===== src/rtl/tx_byte_queue.sv =====
// ---------------------------------------------------------------------------
// tx_byte_queue
//
// Byte FIFO that sits in front of a uart_tx transmitter. Producers push
// bytes with a write strobe. A small launcher FSM pops the head byte whenever
// the transmitter is idle, then hands it over with a one-cycle i_Tx_DV pulse.
// It then waits for the transmitter's o_Tx_Done before it looks at the queue
// again.
//
// Parameters
//   DEPTH : queue capacity in bytes (power of two, 2..256)
//   CW    : count width, log2(DEPTH)+1
//
// Ports
//   i_Clock     : single clock, rising edge
//   i_Reset     : synchronous active-high reset
//   i_Wr_DV     : write strobe, one byte per high cycle
//   i_Wr_Byte   : write data
//   o_Full      : count == DEPTH (registered)
//   o_Empty     : count == 0 (registered)
//   o_Count     : number of stored bytes (registered)
//   o_Overflow  : sticky, set when a write is dropped because the queue is full
//   o_Tx_DV     : one-cycle launch pulse to uart_tx
//   o_Tx_Byte   : byte presented to uart_tx, held from one pop to the next
//   i_Tx_Active : uart_tx busy indication
//   i_Tx_Done   : uart_tx end-of-frame pulse
// ---------------------------------------------------------------------------
module tx_byte_queue #(
    parameter int DEPTH = 16,
    parameter int CW    = 5
) (
    input  logic          i_Clock,
    input  logic          i_Reset,
    input  logic          i_Wr_DV,
    input  logic [7:0]    i_Wr_Byte,
    output logic          o_Full,
    output logic          o_Empty,
    output logic [CW-1:0] o_Count,
    output logic          o_Overflow,
    output logic          o_Tx_DV,
    output logic [7:0]    o_Tx_Byte,
    input  logic          i_Tx_Active,
    input  logic          i_Tx_Done
);

    localparam int            AW      = (DEPTH > 2) ? $clog2(DEPTH) : 1;
    localparam logic [CW-1:0] DEPTH_C = CW'(DEPTH);

    typedef enum logic [1:0] {
        IDLE      = 2'd0,
        LAUNCH    = 2'd1,
        WAIT_DONE = 2'd2
    } state_t;

    // Storage: plain array, no reset, so it maps onto block/distributed RAM.
    logic [7:0]    mem [DEPTH];

    logic [AW-1:0] wr_ptr_reg;
    logic [AW-1:0] rd_ptr_reg;
    logic [CW-1:0] count_reg;
    logic [CW-1:0] count_next;
    logic          full_reg;
    logic          empty_reg;
    logic          overflow_reg;
    logic [7:0]    tx_byte_reg;
    logic          tx_dv;
    state_t        state_reg;
    state_t        state_next;

    logic          wr_accept;
    logic          wr_drop;
    logic          pop;

    // Full/empty decisions use the registered flags only. A byte written
    // into an empty queue therefore cannot be popped in the same cycle. A
    // write seen while full is dropped even if a pop frees a slot that cycle.
    assign wr_accept = i_Wr_DV & ~full_reg;
    assign wr_drop   = i_Wr_DV &  full_reg;
    assign pop       = (state_reg == IDLE) & ~empty_reg & ~i_Tx_Active;

    always_comb begin
        count_next = count_reg;
        case ({wr_accept, pop})
            2'b10:   count_next = count_reg + CW'(1);
            2'b01:   count_next = count_reg - CW'(1);
            default: count_next = count_reg;   // idle, or write+pop cancel out
        endcase
    end

    // RAM write port. Reset only has to stop the pointers moving, but a
    // write is also suppressed during reset so nothing lands in the array.
    always_ff @(posedge i_Clock) begin
        if (!i_Reset && wr_accept) begin
            mem[wr_ptr_reg] <= i_Wr_Byte;
        end
    end

    // Pointers, occupancy flags and the registered read into o_Tx_Byte.
    // A pop never reads the slot being written in the same cycle. A pop
    // needs a non-empty queue, and a write needs a non-full one, so the two
    // pointers differ whenever both happen.
    always_ff @(posedge i_Clock) begin
        if (i_Reset) begin
            wr_ptr_reg   <= '0;
            rd_ptr_reg   <= '0;
            count_reg    <= '0;
            full_reg     <= 1'b0;
            empty_reg    <= 1'b1;
            overflow_reg <= 1'b0;
            tx_byte_reg  <= 8'h00;
        end else begin
            if (wr_accept) begin
                wr_ptr_reg <= wr_ptr_reg + AW'(1);   // power-of-two depth wraps naturally
            end
            if (pop) begin
                rd_ptr_reg  <= rd_ptr_reg + AW'(1);
                tx_byte_reg <= mem[rd_ptr_reg];
            end
            if (wr_drop) begin
                overflow_reg <= 1'b1;                // sticky until reset
            end
            count_reg <= count_next;
            full_reg  <= (count_next == DEPTH_C);
            empty_reg <= (count_next == '0);
        end
    end

    // Launcher FSM: state register.
    always_ff @(posedge i_Clock) begin
        if (i_Reset) begin
            state_reg <= IDLE;
        end else begin
            state_reg <= state_next;
        end
    end

    // Launcher FSM: next state. i_Tx_Done only matters in WAIT_DONE. Going
    // back through IDLE before the next LAUNCH gives uart_tx a cycle to
    // settle.
    always_comb begin
        state_next = state_reg;
        case (state_reg)
            IDLE:      if (pop) state_next = LAUNCH;
            LAUNCH:    state_next = WAIT_DONE;
            WAIT_DONE: if (i_Tx_Done) state_next = IDLE;
            default:   state_next = IDLE;
        endcase
    end

    // Launcher FSM: outputs. The state register drives the pulse, so it
    // carries no combinational path from the inputs.
    always_comb begin
        tx_dv = 1'b0;
        if (state_reg == LAUNCH) begin
            tx_dv = 1'b1;
        end
    end

    assign o_Full     = full_reg;
    assign o_Empty    = empty_reg;
    assign o_Count    = count_reg;
    assign o_Overflow = overflow_reg;
    assign o_Tx_DV    = tx_dv;
    assign o_Tx_Byte  = tx_byte_reg;

endmodule


===== config.mk =====
export PLATFORM = sky130hd
export DESIGN_NAME = tx_byte_queue
export DESIGN_NICKNAME = d
export VERILOG_FILES = /design/src/rtl/tx_byte_queue.sv
export SDC_FILE = /design/constraint.sdc
export NUM_CORES = 1
export LEC_CHECK = 0
export BUFFER_PORTS_ARGS = -buffer_cell sky130_fd_sc_hd__buf_2
export CORE_MARGIN = 3
export CORE_UTILIZATION = 57
export CTS_BUF_LIST = sky130_fd_sc_hd__clkbuf_4
export CTS_CLUSTER_DIAMETER = 100
export CTS_CLUSTER_SIZE = 14
export DETAILED_ROUTE_END_ITERATION = 16
export PLACE_DENSITY = 0.78
export SETUP_SLACK_MARGIN = 0.1
export SLEW_MARGIN = 20
export SYNTH_ARGS = -nofsm -noshare
export SYNTH_HDL_FRONTEND = slang
export SYNTH_SLANG_ARGS = --single-unit

===== constraint.sdc =====
create_clock -name i_Clock -period 2.6 [get_ports i_Clock]
set_input_delay 0.26 -clock i_Clock [delete_from_list [all_inputs] [get_ports i_Clock]]
set_output_delay 0.26 -clock i_Clock [all_outputs]
set_load 0.05 [all_outputs]

==> results of run 1 <==
[cells by family after synthesis]
family | after synthesis | synth area share (%)
buf+inv | 25 | 2.52
simple gates | 85 | 6.44
mux | 44 | 14.4
fa+ha+maj | 8 | 1.61
xor+xnor | 10 | 1.41
compound gates | 30 | 3.40
flops | 154 | 70.2
[per-stage QoR]
stage                     power (mW)  hold WS [ns]
after floorplan                 3.73         0.359
after global placement          3.93         0.448
after detailed placement        3.95         0.457
after CTS                       5.20        0.0274
after global routing            5.41        0.0672
final                           5.18        0.0544
[power groups by stage]
stage | Combinational (mW) | Sequential (mW) | Clock [mW]
floorplan | 0.674 | 3.05 | 0
global placement | 1.03 | 2.90 | 0
detailed placement | 1.05 | 2.90 | 0
CTS | 1.05 | 2.85 | 1.30
global route | 1.13 | 2.86 | 1.42
finish | 1.06 | 2.85 | 1.27
[synth_stat cells, types with 2 or more instances]
cell type  instances
a21oi_1            7
buf_6              2
nand3_1            2
nand2b_1           3
mux2i_1           11
xor2_1             6
mux4_2            17
inv_1              5
a22oi_1           16
buf_8              2
nor2_1            38
buf_1              4
nand2_1           19
edfxtp_1         128
ha_1               8
nor3_1             4
o21ai_0            2
mux4_1            15
buf_2              4
xnor2_1            4
clkbuf_1           6
nand4_1            3
nor2b_1           11
dfxtp_1           26
[how the worst max path moves through the flow]
stage	startpoint	end	cells after the start
3_5_place_dp	i_Wr_DV	o_Full	11
3_3_place_gp	i_Wr_DV	o_Full	11
5_1_grt	o_Empty	o_Full	8
2_1_floorplan	state_reg[1]	o_Empty	11
4_1_cts	state_reg[1]	o_Full	8
6_report	o_Empty	o_Full	8
[routing by layer]
layer  up-vias  wire length [µm]
met4         0               283
met3        18               834
li1       1496                 -
met1      1659              5040
met2       143              5580
met5         -                 0
[final cells by class]
cell class,count,area (µm²),share of cell area [%]
sequential,154,4370,63.8
multi-input combinational,177,1710,25.0
timing repair buffer,51,329,4.81
tap,136,170,2.49
clock buffer,17,128,1.86
clock inverter,14,116,1.70
inverter,5,18.8,0.274
antenna,1,2.50,0.0366
[worst min-delay path, cell delays in order]
cell and delay (ns):
buf_2 0.08, nor2_1 0.03, a21oi_1 0.13, nor2_1 0.05
[timing repair]
action	in CTS	in global routing
gates resized for setup	0	2
buffers inserted	0	0
hold buffers	1	0
endpoints found under the hold margin	1	0
setup endpoints to repair	0	2
==> flow_metrics.tcl, run 1 <==
set metrics [dict create \
    finalSetupTns_ns 0 \
    synthDominantCellAreaShare_pct 61.8 \
    syn_area_per_cell_um2 17.5 \
    avgViaCountPerCell 5.97 \
    antenna_found_initial 1 \
    initial_core_util_pct 59.4 \
    skew_ns 0.0199 \
    cp.arrival_ns 2.78 \
    slowest_delay_ns 0.36 \
    r2r_slack_ns 0.29 \
    worstSetupEndpointType "flop" \
    required_ns 3.06 \
    power.switching_mw 1.58 \
    port-buffer-count 29 \
    hpwl_um 7550 \
    pre_cts_slack_ns 0.211 \
    power.internal_mw 3.60 \
    gp_congestion 0.840 \
    synthCells 356 \
    rsz0062_at_grt "no" \
    path_max_fanout 7 \
    syn_nets 377 \
    cts_root_buf "clkbuf_4" \
    clock_power_share_pct 24.6 \
    wl_per_cell_um 21.2 \
    grt_usage_pct 20.3 \
    n_fill_cell 729 \
    wirelength_um 11700 \
    clock-sinks 154 \
    clk_pin_slew_worst_paths_ns 0.13 \
    drive_gt1_share_pct 24.9 \
    grt_pass1_wl_um 18600 \
    finish.net_count 427 \
    area_growth_pct 10.1 \
    maxCapViolations 0 \
    finalSetupViolations 0 \
    p_comb_share_pct 20.4 \
    vdd_drop_max_v 0.000430 \
    final_common_cell "edfxtp_1" \
    status "complete, no violations" \
    fmax_ghz 0.432 \
    layout.cells.non_filler 555 \
    die_x_um 110 \
    leakagePower_nw 2.34 \
    syn_area_um2 6220 \
    tightest_slew_ns 0.604 \
    rr_worst_depth 8 \
    placed_area_um2 6580 \
    synth-seq-cells 154 \
    first_global_vias 3369 \
    die_y_um 110 \
    setup_ws_ns 0.286 \
    cpLargestDelayFamily "compound AO/OA/AOI/OAI gates" \
    hold_path_class "input port to flop" \
    cp_slowest_cell "dfxtp_2" \
    initialDrtViolationCount 406 \
    grt_max_degree 36 \
    r2r_start "o_Empty" \
    cpMostUsedCell "nor2b_1" \
    p_per_area_nw_per_um2 756 \
    ant_nets 0 \
    yosysTopAreaCell "edfxtp_1" \
    layout_common_cells "128 x edfxtp_1, 38 x nor2_1, 29 x buf_2, 24 x dfxtp_1" \
    ios 30 \
    post-route-period-util_pct 89.0 \
    finalHoldViolCount 0 \
    path_class "flop to flop" \
    whs_endpoint "state_reg[1]" \
    cts_tree "done" \
    first_pass_iters 7 \
    ctsLongestPathBuffers 2 \
    largest_reg_flops 128 \
    final_area_um2 6850 \
    use_met1_pct 28.7 \
    use_met2_pct 31.2 \
    start_kind "flop" \
    largest_register "mem" \
    drc 0 \
    synthTopCellsByArea "edfxtp_1 62%, dfxtp_1 8.4%, mux4_1 6.3%" \
    crit_chain "nor4_4, buf_6, ha_1, nor2b_1, a21oi_1, a211o_1, a311oi_2, nor2b_1" \
    clk_latency_ns 0.53 \
    final_util_pct 65.4 \
    relSlewSlack_pct 59.7 \
    p_seq_share_pct 55.0 \
    critPathBufInv 1 \
    swShare_pct 30.5 \
    ys_seq_area_share_pct 70.2 \
    holdPathStages 4 \
    grt.busiest_layer "met2" \
    synth_ff_type "edfxtp_1" \
    dpl.cell_count 522 \
    hp-start "i_Tx_Done" \
    dieArea_um2 12200 \
    r2r-end "o_Full" \
    grt_overflow 0 \
    core_um2 10500 \
    htreeDepth 4 \
    cts_buffers 17 \
    fin_crit_ns 2.31 \
    maxSlewViolCount 0 \
    vias 3316 \
    synth_edf_count 128 \
    yosys_warnings 0 \
    rows 37 \
    met3_usage_pct 4.88 \
    async_reset_ff_share_pct 0 \
    ys_types 37 \
]
(Power assumes the default switching activity.)
==> run 2, diff against run 1 <==
CORE_MARGIN = 5   (was 3)
==> run 2 against run 1 <==
Net effect:
- critical path depth rose by 4
- clock power is 11% higher
- sequential share of layout area decreased by 0.24 points
- worst hold slack got worse by 0.0026 ns
- wire length fell by 1.5%
- global-route usage decreased by 0.96 points
- via count shrank 2.1%
- critical endpoint unchanged
- largest cell class unchanged
==> flow_metrics.tcl, run 2 (synthesis gave the netlist of run 1 again) <==
set metrics [dict create \
    r2r_slack_ns 0.29 \
    dieArea_um2 13100 \
    fin_crit_ns 2.31 \
    die_y_um 114 \
    cts_root_buf "clkbuf_4" \
    clk_latency_ns 0.53 \
    crit_chain "dlygate4sd3_1, buf_2, nor2b_4, inv_1, ha_1, xor2_1, ha_1, a21oi_1, mux2i_1, xnor2_1, a311oi_2, nor2b_1" \
    cts_buffers 17 \
    first_pass_iters 6 \
    rows 38 \
    htreeDepth 4 \
    clock-sinks 154 \
    ios 30 \
    worstSetupEndpointType "flop" \
    cts_tree "done" \
    relSlewSlack_pct 57.7 \
    layout_common_cells "128 x edfxtp_1, 38 x nor2_1, 29 x buf_2, 24 x dfxtp_1" \
    tightest_slew_ns 0.633 \
    cp_slowest_cell "dlygate4sd3_1" \
    finalHoldViolCount 0 \
    rsz0062_at_grt "no" \
    grt_overflow 0 \
    vdd_drop_max_v 0.000487 \
    initialDrtViolationCount 221 \
    largest_register "mem" \
    wl_per_cell_um 20.7 \
    cpLargestDelayFamily "buffers and inverters" \
    grt_pass1_wl_um 18300 \
    hold_path_class "input port to flop" \
    dpl.cell_count 525 \
    drive_gt1_share_pct 24.4 \
    holdWs_ns 0.0519 \
    ctsLongestPathBuffers 2 \
    area_growth_pct 10.5 \
    grt_max_degree 36 \
    slowest_delay_ns 0.51 \
    die_x_um 114 \
    ant_nets 0 \
    p_per_area_nw_per_um2 770 \
    port-buffer-count 29 \
    start_kind "input port" \
    maxCapViolations 0 \
    antennaDiodeCount 0 \
    finish.net_count 426 \
    leakagePower_nw 2.35 \
    clk_pin_slew_worst_paths_ns 0.11 \
    fmax_ghz 0.432 \
    n_fill_cell 761 \
    critPathBufInv 3 \
    avgViaCountPerCell 5.82 \
    cpMostUsedCell "ha_1" \
    wirelength_um 11600 \
    required_ns 3.06 \
    status "complete, no violations" \
    drc 0 \
    final_common_cell "edfxtp_1" \
    cp.arrival_ns 2.78 \
    layout.cells.non_filler 558 \
    initial_core_util_pct 57.9 \
    skew_ns 0.0210 \
    largest_reg_flops 128 \
    hpwl_um 7250 \
    antenna_found_initial 0 \
    finalSetupTns_ns 0 \
    first_global_vias 3299 \
    post-route-period-util_pct 89.0 \
    core_um2 10700 \
    maxSlewViolCount 0 \
    grt_usage_pct 19.4 \
    path_class "input port to flop" \
    finalSetupViolations 0 \
    path_max_fanout 5 \
    gp_congestion 0.771 \
    vias 3247 \
]
==> run 2: cell count changes in the layout (fill, tap and decap cells not counted) <==
cell,delta
clkbuf_4,+1
bufinv_16,+2
clkinv_1,+2
diode_2,-1
buf_6,-1
clkinv_4,-2
inv_8,-2
==> run 2: power breakdown <==
part           total, mW  internal (mW)  switching (mW)
registers           2.84           2.75          0.0878
clock network       1.41          0.585           0.829
logic               1.03          0.433           0.600
total               5.29           3.77            1.52
==> run 2: routing by layer <==
| layer | GRT usage, % | vias up | routed length [µm] |
|---|---|---|---|
| li1 | - | 1482 | - |
| met2 | 29.6 | 102 | 5650 |
| met3 | 5.92 | 19 | 770 |
| met4 | 7.76 | 0 | 176 |
| met5 | 0 | - | 0 |
| met1 | 26.3 | 1644 | 4960 |
==> run 2: final timing paths <==
kind | from | end | cells past startpoint
setup reg to reg | o_Full | o_Full | 10
hold / removal | i_Tx_Done | state_reg[1] | 4
setup / recovery | i_Wr_DV | o_Full | 12
hold reg to reg | o_Overflow | o_Overflow | 2
==> run 2: cell type report <==
cell class | count | area, µm² | share of cell area, %
clock inverter | 14 | 144 | 2.09
sequential | 154 | 4370 | 63.5
tap | 140 | 175 | 2.55
clock buffer | 18 | 135 | 1.97
inverter | 5 | 18.8 | 0.273
timing repair buffer | 50 | 318 | 4.62
multi-input combinational | 177 | 1710 | 24.9
==> run 2: what timing repair did <==
item	4_1_cts	5_1_grt
setup endpoints to repair	0	2
endpoints found under the hold margin	1	0
buffers inserted	0	0
resized for setup	0	1
hold buffers	1	0
==> run 2: stage by stage <==
step / utilization [%] / cell area (µm²) / total power, mW / setup slack [ns]
after global routing: 63.9 / 6870 / 5.54 / 0.101
after global placement: 61.2 / 6580 / 3.91 / 0.342
final: 63.9 / 6870 / 5.29 / 0.285
after floorplan: - / 6230 / 3.73 / 0.164
after CTS: 63.9 / 6870 / 5.34 / 0.220
after detailed placement: 61.2 / 6580 / 3.93 / 0.213
==> run 2: worst min-delay path, stage by stage <==
cell and delay [ns]:
buf_2 0.08, nor2_1 0.03, a21oi_1 0.12, nor2_1 0.04
==> run 3, diff against run 2 <==
ABC_AREA = 1   (was not set)
CAP_MARGIN = 25   (was not set)
CELL_PAD_IN_SITES_DETAIL_PLACEMENT = 1   (was not set)
CELL_PAD_IN_SITES_GLOBAL_PLACEMENT = 1   (was not set)
CORE_UTILIZATION = 46   (was 57)
PLACE_DENSITY = not set   (was 0.78)
PLACE_DENSITY_LB_ADDON = 0.1   (was not set)
==> run 3 against run 2 <==
Net effect:
- sequential cell count did not move
- global-route usage rose by 1.2 points
- total power up 1.1%
- clock power is essentially flat
- clock skew is 0.011 ns lower
- sequential power about the same
- core utilization shrank 13 points
==> flow_metrics.tcl, run 3 <==
set metrics [dict create \
    tightest_slew_ns 0.670 \
    finish.net_count 638 \
    die_y_um 128 \
    n_fill_cell 1532 \
    area_growth_pct 11.0 \
    core_um2 13800 \
    clock-sinks 154 \
    cts_tree "done" \
    clk_pin_slew_worst_paths_ns 0.12 \
    grt_max_degree 67 \
    hold_path_class "input port to flop" \
    ant_nets 0 \
    port-buffer-count 29 \
    skew_ns 0.0104 \
    drive_gt1_share_pct 15.4 \
    antennaDiodeCount 0 \
    hpwl_um 10200 \
    cts_root_buf "clkbuf_4" \
    synth_edf_count 128 \
    slowest_delay_ns 0.35 \
    yosysTopAreaCell "edfxtp_1" \
    first_global_vias 4472 \
    final_util_pct 51.4 \
    yosys_warnings 0 \
    initialDrtViolationCount 294 \
    ys_types 27 \
    die_x_um 128 \
    synthDominantCellAreaShare_pct 60.2 \
    gp_congestion 0.903 \
    ios 30 \
    cp_slowest_cell "dfxtp_1" \
    path_class "flop to flop" \
    status "complete, no violations" \
    syn_nets 592 \
    synthCells 571 \
    synth_top_cells_by_count "129 x nor2_1, 128 x edfxtp_1, 59 x o21ai_0, 43 x nand2_1, 35 x nand3_1" \
    finalHoldViolCount 0 \
    cpLargestDelayFamily "simple AND/OR/NAND/NOR gates" \
    ys_seq_area_share_pct 68.3 \
    vias 4386 \
    rsz0062_at_grt "no" \
    drc 0 \
    layout.cells.non_filler 810 \
    wl_per_cell_um 19.7 \
    initial_core_util_pct 46.4 \
    htreeDepth 4 \
    largest_reg_flops 128 \
    layout_common_cells "128 x nor2_1, 128 x edfxtp_1, 59 x o21ai_0, 43 x nand2_1, 35 x nand3_1" \
    vdd_drop_max_v 0.000337 \
    cp.arrival_ns 2.68 \
    grt_overflow 0 \
    first_pass_iters 4 \
    synthTopCellsByArea "edfxtp_1 60%, dfxtp_1 8.2%, nor2_1 7.6%" \
    leakagePower_nw 2.55 \
    fin_crit_ns 2.19 \
    maxCapViolations 0 \
    final_area_um2 7090 \
    required_ns 3.09 \
    placed_area_um2 6800 \
    grt_pass1_wl_um 25200 \
    relSlewSlack_pct 55.1 \
    finalSetupViolations 0 \
    yosysMostFrequentCell "nor2_1" \
    synth_ff_type "edfxtp_1" \
    avgViaCountPerCell 5.41 \
    p_per_area_nw_per_um2 755 \
    cts_buffers 17 \
    finalSetupTns_ns 0 \
    syn_area_per_cell_um2 11.2 \
    async_reset_ff_share_pct 0 \
    synth-seq-cells 154 \
    largest_register "mem" \
    post-route-period-util_pct 84.2 \
    path_max_fanout 6 \
    crit_chain "nor2_2, inv_1, ha_1, nand2_1, inv_1, nor2_1, ha_1, o21ai_0, nand2_1, nor2_1, nand3_1, o21bai_1" \
    power.total_mw 5.35 \
    critPathBufInv 2 \
    clk_latency_ns 0.55 \
    start_kind "flop" \
    antenna_found_initial 0 \
    wirelength_um 16000 \
    rows 43 \
    worstSetupEndpointType "flop" \
    maxSlewViolCount 0 \
    grt_usage_pct 20.6 \
    dieArea_um2 16300 \
    syn_area_um2 6390 \
    ctsLongestPathBuffers 2 \
    dpl.cell_count 776 \
    fmax_ghz 0.457 \
]
run 3: cell types whose count changed after synthesis, moves of 15 or more:
cell,before,now
mux4_1,15,0
a22oi_1,16,0
o21ai_0,2,59
nand2_1,19,43
mux4_2,17,0
nor2_1,38,129
nand3_1,2,35
inv_1,5,31
o211ai_1,0,32
run 3: final timing paths:
| kind | start | end | slack (ns) | depth (start not counted) |
|---|---|---|---|---|
| setup / recovery | o_Full | o_Empty | 0.41 | 12 |
| hold / removal | i_Tx_Active | state_reg[0] | 0.07 | 4 |
| setup reg to reg | o_Full | o_Empty | 0.41 | 12 |
| hold reg to reg | o_Overflow | o_Overflow | 0.49 | 2 |
run 3: cell type report:
| class | count | area (µm²) | area share, % |
|---|---|---|---|
| sequential | 154 | 4370 | 61.6 |
| multi-input combinational | 354 | 1730 | 24.4 |
| timing repair buffer | 55 | 370 | 5.23 |
| tap | 180 | 225 | 3.18 |
| clock buffer | 22 | 165 | 2.33 |
| inverter | 35 | 131 | 1.85 |
| clock inverter | 10 | 100 | 1.41 |
run 3: cell families (layout without fill, tap and decap cells):
family	Yosys count	in the layout	share of synthesized area, %
buffers and inverters	63	122	4.64
adders and majority gates	8	8	1.57
and+or+nand+nor	230	230	14.9
AOI/OAI and AO/OA	115	115	10.4
DFF	154	154	68.3
xor gates and xnor gates	1	1	0.137
run 3: power breakdown:
group | switching (mW) | leakage, nW | total [mW] | internal [mW]
combinational | 0.806 | 1.03 | 1.12 | 0.319
clock | 0.806 | 0.154 | 1.42 | 0.612
sequential | 0.0602 | 1.37 | 2.81 | 2.75
total | 1.67 | 2.55 | 5.35 | 3.68
run 3: repair_timing:
action,CTS,global route
hold endpoints to repair,2,0
gates resized for setup,0,1
setup buffers,0,0
hold buffers,2,0
setup endpoints to repair,0,1
run 3: layer usage:
metal / part of all wire [%] / global-route usage, % / vias up
li1: - / - / 2100
met4: 1.4 / 6.74 / 0
met2: 48 / 33.1 / 81
met5: 0 / 0 / -
met3: 3.1 / 4.21 / 21
met1: 47 / 28.2 / 2184
run 3: stage by stage:
step / setup WS, ns / hold slack (ns)
5_1_grt: 0.172 / 0.0340
2_1_floorplan: 0.238 / 0.359
3_5_place_dp: 0.298 / 0.456
3_3_place_gp: 0.421 / 0.453
4_1_cts: 0.317 / 0.0278
6_report: 0.412 / 0.0732
run 3: tightest hold or removal path, cell delays in order:
cell     delay (ns)
buf_2          0.08
nor2_1         0.04
nand2_1        0.14
nor2_1         0.06
